File: src/rtl/unsat_select_controller.sv
// Sequences clause-buffer loading and random unsat-clause selection for the SAT core.
// Optional statistics counters are enabled by defining UNSAT_SELECT_CONTROLLER_STATS_EN.
module unsat_select_controller #(
  parameter int BUFFER_DEPTH          = 2048,
  parameter int NSAT                  = 3,
  parameter int LITERAL_ADDRESS_WIDTH = 12,
  parameter int SELECT_LATENCY        = 4
) (
  input  logic                                    clk,
  input  logic                                    reset,
  input  logic                                    load_start_i,
  input  logic                                    load_valid_i,
  input  logic [$clog2(BUFFER_DEPTH)-1:0]         load_addr_i,
  input  logic [NSAT*LITERAL_ADDRESS_WIDTH-1:0]   load_data_i,
  input  logic                                    load_done_i,
  input  logic                                    sel_req_i,
  input  logic                                    sel_ready_i,
  input  logic                                    wd_req_i,
  output logic                                    sel_valid_o,
  output logic [NSAT*LITERAL_ADDRESS_WIDTH-1:0]   sel_clause_o,
  output logic                                    sat_o,
  output logic                                    overflow_err_o,
  output logic                                    busy_o,
  output logic                                    setup_o,
  output logic                                    ucb_setup_wren_o,
  output logic [$clog2(BUFFER_DEPTH)-1:0]         ucb_setup_addr_o,
  output logic [NSAT*LITERAL_ADDRESS_WIDTH-1:0]   ucb_setup_data_o,
  output logic                                    request_o,
  output logic                                    write_disable_o,
  input  logic [$clog2(BUFFER_DEPTH)-1:0]         buffer_count_i,
  input  logic                                    ucb_overflow_i,
  input  logic [NSAT*LITERAL_ADDRESS_WIDTH-1:0]   selected_i
`ifdef UNSAT_SELECT_CONTROLLER_STATS_EN
  ,
  output logic [31:0]                             stat_selects_o,
  output logic [15:0]                             stat_sat_o
`endif
);

  localparam int AW   = $clog2(BUFFER_DEPTH);
  localparam int CW   = NSAT * LITERAL_ADDRESS_WIDTH;
  localparam int CNTW = (SELECT_LATENCY > 1) ? $clog2(SELECT_LATENCY) : 1;

  localparam logic [2:0] IDLE  = 3'd0;
  localparam logic [2:0] LOAD  = 3'd1;
  localparam logic [2:0] DRAIN = 3'd2;
  localparam logic [2:0] READY = 3'd3;
  localparam logic [2:0] ISSUE = 3'd4;
  localparam logic [2:0] WAIT  = 3'd5;
  localparam logic [2:0] VALID = 3'd6;
  localparam logic [2:0] SAT   = 3'd7;

  logic [2:0]      state_q, state_d;
  logic [CNTW-1:0] cnt_q, cnt_d;
  logic [CW-1:0]   clause_q, clause_d;
  logic            err_q, err_d;
  logic            wren_q, wd_q;
  logic [AW-1:0]   addr_q;
  logic [CW-1:0]   data_q;
  logic            load_accept;

  assign load_accept = load_start_i &&
                       (state_q == IDLE || state_q == READY || state_q == SAT);

  always_comb begin
    state_d  = state_q;
    cnt_d    = cnt_q;
    clause_d = clause_q;
    unique case (state_q)
      IDLE:  if (load_start_i) state_d = LOAD;
      LOAD:  if (load_done_i) state_d = DRAIN;
      DRAIN: state_d = READY;
      READY: begin
        if (load_start_i) state_d = LOAD;
        else if (sel_req_i)
          state_d = (buffer_count_i == '0 && !ucb_overflow_i) ? SAT : ISSUE;
      end
      ISSUE: begin
        cnt_d   = CNTW'(SELECT_LATENCY - 1);
        state_d = WAIT;
      end
      WAIT: begin
        // Counter reaches zero exactly SELECT_LATENCY cycles after the request cycle.
        if (cnt_q == '0) begin
          clause_d = selected_i;
          state_d  = VALID;
        end else begin
          cnt_d = cnt_q - 1'b1;
        end
      end
      VALID: if (sel_ready_i) state_d = READY;
      SAT:   if (load_start_i) state_d = LOAD;
      default: state_d = IDLE;
    endcase
  end

  always_comb begin
    err_d = err_q;
    if (ucb_overflow_i)   err_d = 1'b1;
    else if (load_accept) err_d = 1'b0;
  end

  always_ff @(posedge clk) begin
    if (reset) begin
      state_q  <= IDLE;
      cnt_q    <= '0;
      clause_q <= '0;
      err_q    <= 1'b0;
      wren_q   <= 1'b0;
      addr_q   <= '0;
      data_q   <= '0;
      wd_q     <= 1'b0;
    end else begin
      state_q  <= state_d;
      cnt_q    <= cnt_d;
      clause_q <= clause_d;
      err_q    <= err_d;
      wd_q     <= wd_req_i;
      wren_q   <= (state_q == LOAD) && load_valid_i;
      if (state_q == LOAD && load_valid_i) begin
        addr_q <= load_addr_i;
        data_q <= load_data_i;
      end
    end
  end

  assign setup_o          = (state_q == LOAD) || (state_q == DRAIN);
  assign request_o        = (state_q == ISSUE);
  assign sel_valid_o      = (state_q == VALID);
  assign sat_o            = (state_q == SAT);
  assign busy_o           = (state_q != READY);
  assign sel_clause_o     = clause_q;
  assign overflow_err_o   = err_q;
  assign ucb_setup_wren_o = wren_q;
  assign ucb_setup_addr_o = addr_q;
  assign ucb_setup_data_o = data_q;
  assign write_disable_o  = wd_q && !(state_q == LOAD || state_q == DRAIN ||
                                      state_q == ISSUE || state_q == WAIT);

`ifdef UNSAT_SELECT_CONTROLLER_STATS_EN
  logic [31:0] stat_sel_q;
  logic [15:0] stat_sat_q;

  always_ff @(posedge clk) begin
    if (reset) begin
      stat_sel_q <= '0;
      stat_sat_q <= '0;
    end else begin
      if (state_q == VALID && sel_ready_i) stat_sel_q <= stat_sel_q + 32'd1;
      if (state_d == SAT && state_q != SAT && stat_sat_q != '1)
        stat_sat_q <= stat_sat_q + 16'd1;
    end
  end

  assign stat_selects_o = stat_sel_q;
  assign stat_sat_o     = stat_sat_q;
`endif

endmodule

File: config.mk
export PLATFORM = sky130hd
export DESIGN_NAME = unsat_select_controller
export DESIGN_NICKNAME = d
export VERILOG_FILES = /design/src/rtl/unsat_select_controller.sv
export SDC_FILE = /design/constraint.sdc
export NUM_CORES = 1
export LEC_CHECK = 0
export ABC_AREA = 1
export BUFFER_PORTS_ARGS = -buffer_cell sky130_fd_sc_hd__clkbuf_2
export CELL_PAD_IN_SITES_DETAIL_PLACEMENT = 1
export CELL_PAD_IN_SITES_GLOBAL_PLACEMENT = 1
export CORE_MARGIN = 1
export CORE_UTILIZATION = 30
export CTS_CLUSTER_SIZE = 16
export DETAILED_ROUTE_END_ITERATION = 12
export PLACE_DENSITY_LB_ADDON = 0.1
export SYNTH_ARGS = -nofsm -noshare
export SYNTH_HDL_FRONTEND = slang
export SYNTH_SLANG_ARGS = --single-unit
File: constraint.sdc
create_clock -name clk -period 1.6 [get_ports clk]
set_clock_uncertainty 0.15 [all_clocks]
set_input_delay 0.32 -clock clk [delete_from_list [all_inputs] [get_ports clk]]
set_output_delay 0.32 -clock clk [all_outputs]
set_load 0.05 [all_outputs]
==> results.py <==
metrics = {
    "placed_design": {
        "place_inst": 783,
        "io_buffers": 193,
        "pre_cts_ws_ns": -0.05433,
        "place_congestion": 0.7964,
        "dp_hpwl_um": 7850,
    },
    "die": {
        "die_y_um": 110.3,
        "core_area_um2": 11420,
        "ioPinCount": 194,
        "num_rows": 39,
        "initial_core_util_pct": 30.79,
        "dieArea_um2": 12160,
        "chipWidth_um": 110.3,
    },
    "layout": {
        "fillCellCount": 1373,
        "nets": 785,
        "final_core_util_pct": 52.19,
        "syn_to_final_growth_pct": 69.50,
        "num_antenna_cells": 0,
        "fin_cells": 829,
        "drive_gt1_share_pct": 50.58,
    },
    "setup_path": {
        "slowest_stage": "dfxtp_4",
        "arrival_ns": 1.28,
        "crit_path_end_kind": "output pin",
        "crit_chain": "inv_4 -> buf_6 -> nor3_4 -> buf_8",
        "r2r_slack_ns": -0.13,
        "required_ns": 1.13,
        "start_kind": "flop",
        "critPathKind": "flop to output pin",
        "crit_fanout": 4,
        "max_stage_delay_ns": 0.39,
    },
    "detailed_routing": {
        "antenna_left": 0,
        "first_pass_iters": 4,
        "routed_wl_um": 12340,
        "wl_per_cell_um": 14.89,
        "vias_per_cell": 4.715,
        "num_vias": 3909,
        "drc": 0,
        "dr.first_iter.drc_count": 88,
    },
    "logic_synthesis": {
        "ys_seq_elements": 91,
        "yosysWarnings": 0,
        "ys_seq_area_share_pct": 51.81,
        "synth_cell_types": 20,
        "syn-instance-count": 456,
        "avgSynthCellArea_um2": 7.710,
        "syn_nets": 560,
        "syn_area_um2": 3516,
    },
    "pwr": {
        "p_seq_share_pct": 29.1,
        "p_comb_share_pct": 49.0,
        "leakage_nw": 2.640,
        "ir_worst_vdd_mv": 0.7498,
        "p_switching_w": 0.004512,
        "p_sw_share_pct": 43.75,
        "p_per_area_nw_per_um2": 1730,
        "p_int_w": 0.005800,
        "clockPowerShare_pct": 21.9,
    },
    "timing": {
        "slew_violations": 0,
        "tightest_slew_ns": 0.4011,
        "setup_slack_ns": -0.1469,
        "hold_viol": 0,
        "fmax_mhz": 572.5,
        "rsz0062_at_grt": "true",
        "period_minus_slack_ns": 1.747,
        "final.period_utilization_pct": 109.2,
        "setup_viol": 65,
        "relSlewSlack_pct": 73.26,
    },
    "global_route": {
        "grt_usage_pct": 19.86,
        "antenna_found_initial": 0,
        "grt_pass1_vias": 3847,
        "grt_max_degree": 53,
        "grt_overflow": 0,
        "grt_pass1_wl_um": 18420,
    },
    "clock_network": {
        "cts-root-buf": "clkbuf_16",
        "cts_max_level": 3,
        "clk_pin_slew_ns": 0.06,
        "cts_sinks": 91,
        "clock_latency_ns": 0.34,
        "cts_buffers": 9,
        "tritoncts": "done",
        "cts_buffer_depth": 2,
    },
    "status": {
        "violations": "negative setup slack",
        "status": "complete, but fails checks",
    },
    "job": {
        "drv_cap": 0,
    },
    "worst_hold_path": {
        "hold_class": "input pin to flop",
    },
}
-- cell usage after synthesis --
cell / n / area share [%]
inv_1: 11 / 1.2
ha_1: 1 / 0.36
inv_2: 3 / 0.32
dfxtp_1: 91 / 52
nor3_1: 1 / 0.14
clkbuf_1: 12 / 1.3
o21ai_1: 3 / 0.43
o21ai_0: 47 / 6.7
nand3_4: 1 / 0.50
nand3_1: 42 / 6.0
buf_2: 4 / 0.57
and2_1: 1 / 0.18
buf_6: 12 / 3.8
clkbuf_2: 2 / 0.28
nor2_4: 2 / 0.64
nand2_4: 2 / 0.64
o21a_1: 1 / 0.21
nor2_1: 122 / 13
a21oi_1: 41 / 5.8
nand2_1: 57 / 6.1
-- critical path, delay by kind of cell (launching register included) --
| family | cells | cell delay [ns] |
|---|---|---|
| DFF | 1 | 0.39 |
| and+or+nand+nor | 1 | 0.19 |
| buffers and inverters | 3 | 0.36 |
-- metal layers --
layer	global-route usage, %	vias to the layer above	part of all wire, %
li1	-	1941	-
met1	21.64	1822	40
met2	35.31	128	51
met3	6.761	18	7.5
met4	7.613	0	1.7
met5	0	-	0
-- kinds of logic (layout without fill, tap and decap cells) --
kind of cell	count (synthesis)	after routing	synth area share [%]
buf+inv	44	271	7.473
flops	91	91	51.82
compound gates	92	92	13.17
fa+ha+maj	1	1	0.3558
simple gates	228	231	27.19
-- layout make-up --
class | instances | area [um2] | area share, %
Clock inverter | 5 | 77.57 | 1.302
Timing Repair Buffer | 241 | 1704 | 28.60
Sequential cell | 91 | 1833 | 30.76
Clock buffer | 11 | 232.7 | 3.905
Multi-Input combinational cell | 324 | 1868 | 31.35
Inverter | 14 | 65.06 | 1.092
Tap cell | 143 | 178.9 | 3.002
-- state kept, by name, summed over array words and instances, names as in the netlist --
register and cells:
wd_q 1, ucb_setup_wren_o 1, overflow_err_o 1, sel_clause_o 36, ucb_setup_data_o 36, ucb_setup_addr_o 11
state_q 3, cnt_q 2
-- repair_timing --
item                                   4_1_cts  5_1_grt
endpoints found under the hold margin        0        0
hold buffers                                 0        0
pin swaps                                   33       17
setup endpoints to repair                   48       95
cloned                                       7        3
resized for setup                          107       66
setup buffers                               15        5
-- placed cells by master (no fill, tap or decap), types with 2 or more instances in the layout --
cell,Yosys,layout
clkbuf_16,0,10
buf_16,0,5
nand2_1,57,51
nand3_2,0,19
o21ai_1,3,17
nand3_1,42,21
dfxtp_4,0,3
nor2_1,122,114
buf_6,12,13
o21ai_2,0,17
bufinv_16,0,2
buf_12,0,9
inv_1,11,10
nand2_2,0,5
clkinv_2,0,2
dfxtp_1,91,88
clkbuf_2,2,187
clkbuf_1,12,2
nand2_8,0,4
nand2_4,2,2
nor2_4,2,9
nand3_4,1,3
buf_8,0,7
inv_4,0,2
a21oi_1,41,17
o21ai_0,47,16
a21oi_2,0,23
buf_4,0,17
-- metrics by stage --
stage                     hold WS, ns  TNS [ns]  power (W)  area, um2
after floorplan                0.2719   -0.1906   0.005824       3552
after global placement         0.2848         0   0.006850       4707
after detailed placement       0.3050   -0.8376   0.006926       4707
after CTS                     0.01418    -4.586    0.01008       5702
after global routing          0.03646    -11.25    0.01088       5959
final                         0.02656    -4.657    0.01031       5959
-- final timing paths --
kind                                          to             start  cells after the start
worst max-delay path                       sat_o        state_q[0]                      4
worst min-delay path                        wd_q          wd_req_i                      3
worst max register to register  sel_clause_o[12]        state_q[1]                     10
worst min register to register  sel_clause_o[29]  sel_clause_o[29]                      2
-- power by group through the flow --
stage,registers (W),logic (W),clock network (W)
3_3_place_gp,0.00298,0.00387,0
6_report,0.00300,0.00505,0.00226
4_1_cts,0.00300,0.00475,0.00232
5_1_grt,0.00306,0.00539,0.00243
3_5_place_dp,0.00301,0.00392,0
2_1_floorplan,0.00435,0.00148,0
No activity file was read; power rests on OpenSTA's default activity.
